### src/rtl/ysyx_23060072_pcu.sv
// PC register and IF/ID capture for the rv32e fetch stage, with redirect, stall and ebreak halt.
// Define YSYX_23060072_BTFN_EN for static backward-taken/forward-not-taken branch prediction.
module ysyx_23060072_pcu #(
    parameter logic [31:0] RESET_PC = 32'h8000_0000,
    parameter logic [31:0] NOP_INST = 32'h0000_0013
) (
    input  logic        clk,
    input  logic        rst,
    output logic [31:0] instr_addr_o,
    input  logic [31:0] inst_rdata_i,
    output logic        id_valid_o,
    input  logic        id_ready_i,
    output logic [31:0] id_pc_o,
    output logic [31:0] id_inst_o,
    output logic        id_pred_taken_o,
    input  logic        redirect_i,
    input  logic [31:0] redirect_pc_i
);

    localparam logic [31:0] EBREAK_INST = 32'h0010_0073;

    typedef enum logic {
        RUN  = 1'b0,
        HALT = 1'b1
    } state_t;

    state_t      state;
    logic [31:0] pc;
    logic        adv_c;
    logic        pred_c;
    logic [31:0] next_pc_c;
    logic [31:0] redirect_target_c;

    assign instr_addr_o      = pc;
    assign adv_c             = (state == RUN) && (!id_valid_o || id_ready_i);
    assign redirect_target_c = redirect_pc_i & ~32'd3;

`ifdef YSYX_23060072_BTFN_EN
    logic [31:0] imm_b_c;

    // Backward conditional branches are predicted taken, everything else falls through.
    always_comb begin
        imm_b_c   = {{20{inst_rdata_i[31]}}, inst_rdata_i[7], inst_rdata_i[30:25],
                     inst_rdata_i[11:8], 1'b0};
        pred_c    = (inst_rdata_i[6:0] == 7'b1100011) && inst_rdata_i[31];
        next_pc_c = pred_c ? (pc + imm_b_c) : (pc + 32'd4);
    end
`else
    assign pred_c    = 1'b0;
    assign next_pc_c = pc + 32'd4;
`endif

    // Priority: reset, redirect, advance, then drain of the held instruction while halted.
    always_ff @(posedge clk) begin
        if (rst) begin
            pc              <= RESET_PC;
            state           <= RUN;
            id_valid_o      <= 1'b0;
            id_pc_o         <= 32'd0;
            id_inst_o       <= NOP_INST;
            id_pred_taken_o <= 1'b0;
        end else if (redirect_i) begin
            pc              <= redirect_target_c;
            state           <= RUN;
            id_valid_o      <= 1'b0;
            id_inst_o       <= NOP_INST;
            id_pred_taken_o <= 1'b0;
        end else if (adv_c) begin
            pc              <= next_pc_c;
            id_valid_o      <= 1'b1;
            id_pc_o         <= pc;
            id_inst_o       <= inst_rdata_i;
            id_pred_taken_o <= pred_c;
            if (inst_rdata_i == EBREAK_INST) begin
                state <= HALT;
            end
        end else if (id_valid_o && id_ready_i) begin
            id_valid_o <= 1'b0;
        end
    end

endmodule

### config.mk
export PLATFORM = sky130hd
export DESIGN_NAME = ysyx_23060072_pcu
export DESIGN_NICKNAME = d
export VERILOG_FILES = /design/src/rtl/ysyx_23060072_pcu.sv
export SDC_FILE = /design/constraint.sdc
export NUM_CORES = 1
export LEC_CHECK = 0
export ABC_CLOCK_PERIOD_IN_PS = 4000
export BUFFER_PORTS_ARGS = -buffer_cell sky130_fd_sc_hd__clkbuf_2
export CAP_MARGIN = 10
export CORE_MARGIN = 2
export CORE_UTILIZATION = 30
export DETAILED_ROUTE_END_ITERATION = 12
export MAX_ROUTING_LAYER = met4
export SYNTH_ARGS = -nofsm -noshare
export SYNTH_HDL_FRONTEND = slang
export SYNTH_SLANG_ARGS = --single-unit
### constraint.sdc
create_clock -name clk -period 4 [get_ports clk]
set_input_delay 1 -clock clk [delete_from_list [all_inputs] [get_ports clk]]
set_output_delay 1 -clock clk [all_outputs]
set_load 0.02 [all_outputs]
==> results of run 1 <==
[critical path: stages]
cell and delay, ps:
sky130_fd_sc_hd__clkbuf_2 100, sky130_fd_sc_hd__nor2b_4 70, sky130_fd_sc_hd__or3_1 460, sky130_fd_sc_hd__or4b_4 610
sky130_fd_sc_hd__or3_1 330, sky130_fd_sc_hd__a311oi_1 240
[placed cells by master (no fill, tap or decap), types with 3 or more instances in the layout]
cell                        synthesis  final
sky130_fd_sc_hd__xnor2_1            8      8
sky130_fd_sc_hd__a21oi_1           68     68
sky130_fd_sc_hd__dfxtp_1           94     94
sky130_fd_sc_hd__or3_1              5      5
sky130_fd_sc_hd__nand2_1          148    148
sky130_fd_sc_hd__a311oi_1           5      5
sky130_fd_sc_hd__nand4_1           10     10
sky130_fd_sc_hd__clkbuf_2           0    158
sky130_fd_sc_hd__nor4b_1            5      5
sky130_fd_sc_hd__clkbuf_16          0      9
sky130_fd_sc_hd__and4_1             5      5
sky130_fd_sc_hd__a211oi_1          14     14
sky130_fd_sc_hd__xor2_1            16     16
sky130_fd_sc_hd__nor2_1            28     26
sky130_fd_sc_hd__inv_1              3      3
sky130_fd_sc_hd__nor3_1             6      6
sky130_fd_sc_hd__buf_4              5      6
sky130_fd_sc_hd__nor4_1             6      6
sky130_fd_sc_hd__nand3_1           16     16
sky130_fd_sc_hd__o21ai_0            7      7
sky130_fd_sc_hd__and3_1             4      4
sky130_fd_sc_hd__conb_1             1      5
[registers in the layout, summed over array words and instances, names as in the netlist]
register	cells
id_inst_o	32
instr_addr_o	30
id_pc_o	30
state	1
id_valid_o	1
[area by class of cell]
type | count | area (sq um) | area share (%)
clock buffer | 12 | 246 | 4.85
clock inverter | 2 | 10.0 | 0.197
inverter | 4 | 15.0 | 0.295
multi-input combinational | 367 | 1880 | 37.0
sequential | 94 | 1880 | 37.0
tap | 172 | 215 | 4.23
timing repair buffer | 164 | 836 | 16.4
[metrics by stage]
| step | cells | hold slack [ps] | total power, mW | setup slack [ps] | utilization (%) |
|---|---|---|---|---|---|
| floorplan | 501 | 535 | 1.22 | 1220 | - |
| global placement | 801 | 440 | 1.33 | 1100 | 38.1 |
| detailed placement | 801 | 446 | 1.34 | 1070 | 38.1 |
| CTS | 815 | 455 | 2.12 | 1430 | 40.1 |
| global route | 815 | 475 | 2.19 | 1330 | 40.1 |
| finish | 815 | 453 | 2.09 | 1430 | 40.1 |
[cell usage after synthesis (2+ instances only)]
cell type                    n
sky130_fd_sc_hd__a211oi_1   14
sky130_fd_sc_hd__a21oi_1    68
sky130_fd_sc_hd__a311oi_1    5
sky130_fd_sc_hd__and3_1      4
sky130_fd_sc_hd__and4_1      5
sky130_fd_sc_hd__buf_4       5
sky130_fd_sc_hd__clkbuf_1   28
sky130_fd_sc_hd__dfxtp_1    94
sky130_fd_sc_hd__inv_1       3
sky130_fd_sc_hd__nand2_1   148
sky130_fd_sc_hd__nand3_1    16
sky130_fd_sc_hd__nand4_1    10
sky130_fd_sc_hd__nor2_1     28
sky130_fd_sc_hd__nor3_1      6
sky130_fd_sc_hd__nor4_1      6
sky130_fd_sc_hd__nor4b_1     5
sky130_fd_sc_hd__o211a_1     2
sky130_fd_sc_hd__o21ai_0     7
sky130_fd_sc_hd__or3_1       5
sky130_fd_sc_hd__xnor2_1     8
sky130_fd_sc_hd__xor2_1     16
[layer usage]
metal | wire [um] | GRT usage [%] | vias up | share of wire, %
met5 | 0 | - | - | 0
met1 | 5150 | 21.2 | 1793 | 45
li1 | - | - | 1969 | -
met4 | 335 | 8.21 | 0 | 2.9
met3 | 884 | 4.73 | 25 | 7.7
met2 | 5110 | 25.5 | 158 | 45
[report_power, final]
group	switching, mW	internal [mW]	total (mW)
combinational	0.180	0.0993	0.280
sequential	0.0474	0.985	1.03
clock	0.347	0.430	0.777
total	0.575	1.51	2.09
[cells by family (layout without fill, tap and decap cells)]
| family | Yosys count | count (layout) | share of synthesized area [%] |
|---|---|---|---|
| and+or+nand+nor | 239 | 239 | 27.3 |
| AOI/OAI and AO/OA | 97 | 97 | 14.1 |
| DFF | 94 | 94 | 48.0 |
| buffers and inverters | 40 | 182 | 4.53 |
| xor gates and xnor gates | 24 | 24 | 5.36 |
| adders and majority gates | 1 | 1 | 0.319 |
| other | 1 | 5 | 0.0956 |
| muxes | 1 | 1 | 0.255 |
[worst max-delay path by stage]
| stage | end | from | cells past startpoint | slack, ps |
|---|---|---|---|---|
| after floorplan | instr_addr_o[28]$_SDFFE_PP0P_ | id_ready_i | 7 | 1220 |
| after global placement | instr_addr_o[24]$_SDFFE_PP0P_ | id_ready_i | 6 | 1100 |
| after detailed placement | instr_addr_o[26]$_SDFFE_PP0P_ | id_ready_i | 6 | 1070 |
| after CTS | instr_addr_o[24]$_SDFFE_PP0P_ | instr_addr_o[2]$_SDFFE_PP0P_ | 6 | 1430 |
| after global routing | instr_addr_o[26]$_SDFFE_PP0P_ | instr_addr_o[2]$_SDFFE_PP0P_ | 6 | 1330 |
| final | instr_addr_o[28]$_SDFFE_PP0P_ | id_ready_i | 6 | 1430 |
==> flow_summary.toml, run 1 <==
[yosys]
netlist_instances = 497
dominantRegCellSynth = "sky130_fd_sc_hd__dfxtp_1"
synth_cell_type_count = 35
syn-mean-instance-area_sq_um = 7.89
number_of_synthesized_flops_with_an_enable_pin = 0
synth_top_area_share_pct = 48.0
netlist_area_sq_um = 3920
post_synthesis_sequential_area_ratio_pct = 48.0
synth-warning-count = 0
synth_largest_area_cell = "sky130_fd_sc_hd__dfxtp_1"
ys_seq_elements = 94
share_of_async_settable_or_async_resettable_flops_after_synthesis_pct = 0
ys_top_cells_by_area = "sky130_fd_sc_hd__dfxtp_1, sky130_fd_sc_hd__nand2_1, sky130_fd_sc_hd__a21oi_1"

[outcome]
outcome = "complete, no violations"

[routing]
detail_route.first_pass.iterations = 4
drt-wirelength-per-cell_um = 14.1
routed_via_density = 4.84
routed_wire_length_um = 11500
detail-route-antenna-nets = 0
detail_route.iter0.violations = 201
drt_drc_violations_left = 0
routed-via-count = 3945

[timing]
maxSlewHeadroom_pct = 26.4
post-route-period-util_pct = 64.4
report.final.setup_viol = 0
maxSlewViolCount = 0
fin_setup_tns_ps = 0
timing.clock.skew_ps = 8.73
final-hold-violation-count = 0
grt_setup_unrepaired = "no"
max_slew.worst_pin.slew_ps = 1100
fmaxAchievable_ghz = 0.388
layout_min_cycle_time_ps = 2570

[clocking]
clock_root_buffer = "sky130_fd_sc_hd__clkbuf_16"
post-cts-setup-buffers = 0
clk-insertion-delay-late_ps = 350
clkSlewWorstSetupHoldPaths_ps = 60
tritoncts_sinks = 94
cts_htree_levels = 3
total_clock_buffers_created_by_cts = 9
cts-root-to-sink-buffers = 2
cts_repair_resize_count = 0
tritoncts = "done"
cts_hold_buffers = 0

[setup_path]
reg2reg_to = "instr_addr_o[28]$_SDFFE_PP0P_"
start_kind = "input pin"
r2r_slack_ps = 1450
arrival_ps = 2830
setup.worst_path.end_class = "flop"
timing.reg2reg.worst_path_depth = 6
criticalPathCategory = "input pin to flop"
path_max_fanout = 10
crit_required_ps = 4250
critical_path.reg2reg.startpoint = "instr_addr_o[2]$_SDFFE_PP0P_"

[global_routing]
globalRoute.totalOverflow = 0
initial_antenna_violation_count = 0
first_global_vias = 3779
largest_net_degree_at_the_start_of_global_routing = 59
grt_util_all_layers_pct = 17.1
grt_pass1_wl_um = 18600

[min_path]
hold-path-endpoint = "id_pc_o[16]$_SDFFE_PP0P_"
hold_path_depth = 2
timing.hold.worst.class = "flop to flop"
hold_path.startpoint = "id_pc_o[16]$_SDFFE_PP0P_"

[place]
place.port_buffers = 158
hpwl_um = 8300
place.gp.congestion = 0.806
placed_cell_area_sq_um = 4830

[job]
max-cap-violations = 0

[die]
die_area_sq_um = 14000
chipHeight_um = 118
placement_rows = 41
io-pin-count = 166
die_x_um = 118
core_sq_um = 12700
initial_utilization_pct = 30.9

[power_and_ir_drop]
power.density_nw_per_um2 = 411
cellLeakagePower_nw = 2.22
vdd_drop_max_v = 0.000165

[finish]
flow.area_growth_from_synthesis_pct = 29.7
nNetsFinal = 709
antenna_cells = 0
final_layout_size_suffix_gt1_share_pct = 28.5
postLayoutCellArea_sq_um = 5090
filler_cell_count = 1346
No activity file was read; power rests on OpenSTA's default activity.
==> run 2, diff against run 1 <==
- ABC_CLOCK_PERIOD_IN_PS: 4000 -> 2360
- clock period: 4 -> 2.36 ns (I/O delays scaled with it)
==> flow_summary.toml, run 2 (same netlist as run 1, synthesis figures left out) <==
[outcome]
outcome = "complete, no violations"

[finish]
mostFrequentLayoutCells = "sky130_fd_sc_hd__clkbuf_2, sky130_fd_sc_hd__nand2_1, sky130_fd_sc_hd__dfxtp_1, sky130_fd_sc_hd__a21oi_1, sky130_fd_sc_hd__buf_4"
antenna_cells = 0
fin_util_pct = 42.1
largest_register = "id_inst_o"
largest_register_ff_count = 32
number_of_cells_in_the_finished_layout_apart_from_fillers = 841
flow.area_growth_from_synthesis_pct = 36.1
nNetsFinal = 733
final_common_cell = "sky130_fd_sc_hd__clkbuf_2"
final_layout_size_suffix_gt1_share_pct = 32.4

[routing]
routed_wire_length_um = 11800
drt-wirelength-per-cell_um = 14.0
routed-via-count = 4059
drt_drc_violations_left = 0
detail-route-antenna-nets = 0
routed_via_density = 4.83
detail_route.iter0.violations = 213
detail_route.first_pass.iterations = 5

[clocking]
tritoncts = "done"
clkSlewWorstSetupHoldPaths_ps = 70
post-cts-setup-buffers = 0
cts_htree_levels = 3
clk-insertion-delay-late_ps = 340
tritoncts_sinks = 94
clock_root_buffer = "sky130_fd_sc_hd__clkbuf_16"
total_clock_buffers_created_by_cts = 9
cts-root-to-sink-buffers = 2

[timing]
post-route-period-util_pct = 96.9
worst_setup_margin_ps = 73.1
report.final.setup_viol = 0
maxSlewViolCount = 0
grt_setup_unrepaired = "no"
layout_min_cycle_time_ps = 2290
timing.clock.skew_ps = 5.40
fmaxAchievable_ghz = 0.437
final-hold-violation-count = 0

[global_routing]
globalRoute.totalOverflow = 0
grt_util_all_layers_pct = 17.2
initial_antenna_violation_count = 0
largest_net_degree_at_the_start_of_global_routing = 39
first_global_vias = 3798
grt_pass1_wl_um = 18900

[setup_path]
crit_required_ps = 2610
start_kind = "flop"
setup.worst_path.end_class = "flop"
path_max_fanout = 6
arrival_ps = 2530
criticalPathCategory = "flop to flop"

[place]
placed_cells = 825
place_ws_ps = -34.3
place.port_buffers = 158
place.gp.congestion = 0.835
hpwl_um = 8860

[min_path]
timing.hold.worst.class = "flop to flop"

[power_and_ir_drop]
cellLeakagePower_nw = 2.36
power.density_nw_per_um2 = 701
vdd_drop_max_v = 0.000278

[die]
die_x_um = 118
die_area_sq_um = 14000
placement_rows = 41
core_sq_um = 12700
chipHeight_um = 118
initial_utilization_pct = 30.9
io-pin-count = 166

[job]
max-cap-violations = 0
[run 2: stage by stage]
step / total power, mW / TNS [ps] / hold WS [ps] / area [sq um]
floorplan: 2.06 / 0 / 521 / 3940
global placement: 2.28 / 0 / 441 / 5010
detailed placement: 2.29 / -58.6 / 446 / 5010
CTS: 3.79 / 0 / 456 / 5320
global route: 3.92 / 0 / 470 / 5340
finish: 3.74 / 0 / 456 / 5340
[run 2: cell type report]
type | count | area (sq um)
fill | 1336 | 7330
sequential | 94 | 1880
timing repair buffer | 188 | 1020
tap | 172 | 215
clock buffer | 9 | 225
inverter | 4 | 15.0
multi-input combinational | 367 | 1900
clock inverter | 7 | 80.1
[run 2: final timing paths]
| check | from | to | slack, ps | cells past startpoint |
|---|---|---|---|---|
| setup reg to reg | instr_addr_o[2]$_SDFFE_PP0P_ | instr_addr_o[28]$_SDFFE_PP0P_ | 70 | 6 |
| hold / removal | id_pc_o[11]$_SDFFE_PP0P_ | id_pc_o[11]$_SDFFE_PP0P_ | 460 | 2 |
| hold reg to reg | id_pc_o[11]$_SDFFE_PP0P_ | id_pc_o[11]$_SDFFE_PP0P_ | 460 | 2 |
| setup / recovery | instr_addr_o[2]$_SDFFE_PP0P_ | instr_addr_o[28]$_SDFFE_PP0P_ | 70 | 6 |
[run 2: worst max-delay path, cell delays in order (launching register included)]
cell,delay (ps)
sky130_fd_sc_hd__dfxtp_2,330
sky130_fd_sc_hd__ha_1,180
sky130_fd_sc_hd__nand3_1,140
sky130_fd_sc_hd__or3_4,360
sky130_fd_sc_hd__or4b_4,570
sky130_fd_sc_hd__or3_1,320
sky130_fd_sc_hd__a311oi_1,290
[run 2: routing by layer]
metal	global-route usage, %	routed length (um)
met5	-	0
met4	6.85	202
met3	4.83	985
met2	26.4	5380
met1	21.3	5230
[run 2: what timing repair did]
item	CTS	global route
hold buffers	0	0
setup endpoints to repair	0	3
gates resized for setup	0	4
[run 2: power breakdown]
| part | switching [mW] | leakage, nW | internal, mW |
|---|---|---|---|
| registers | 0.0646 | 0.773 | 1.67 |
| clock network | 0.648 | 0.143 | 0.834 |
| logic | 0.333 | 1.45 | 0.194 |
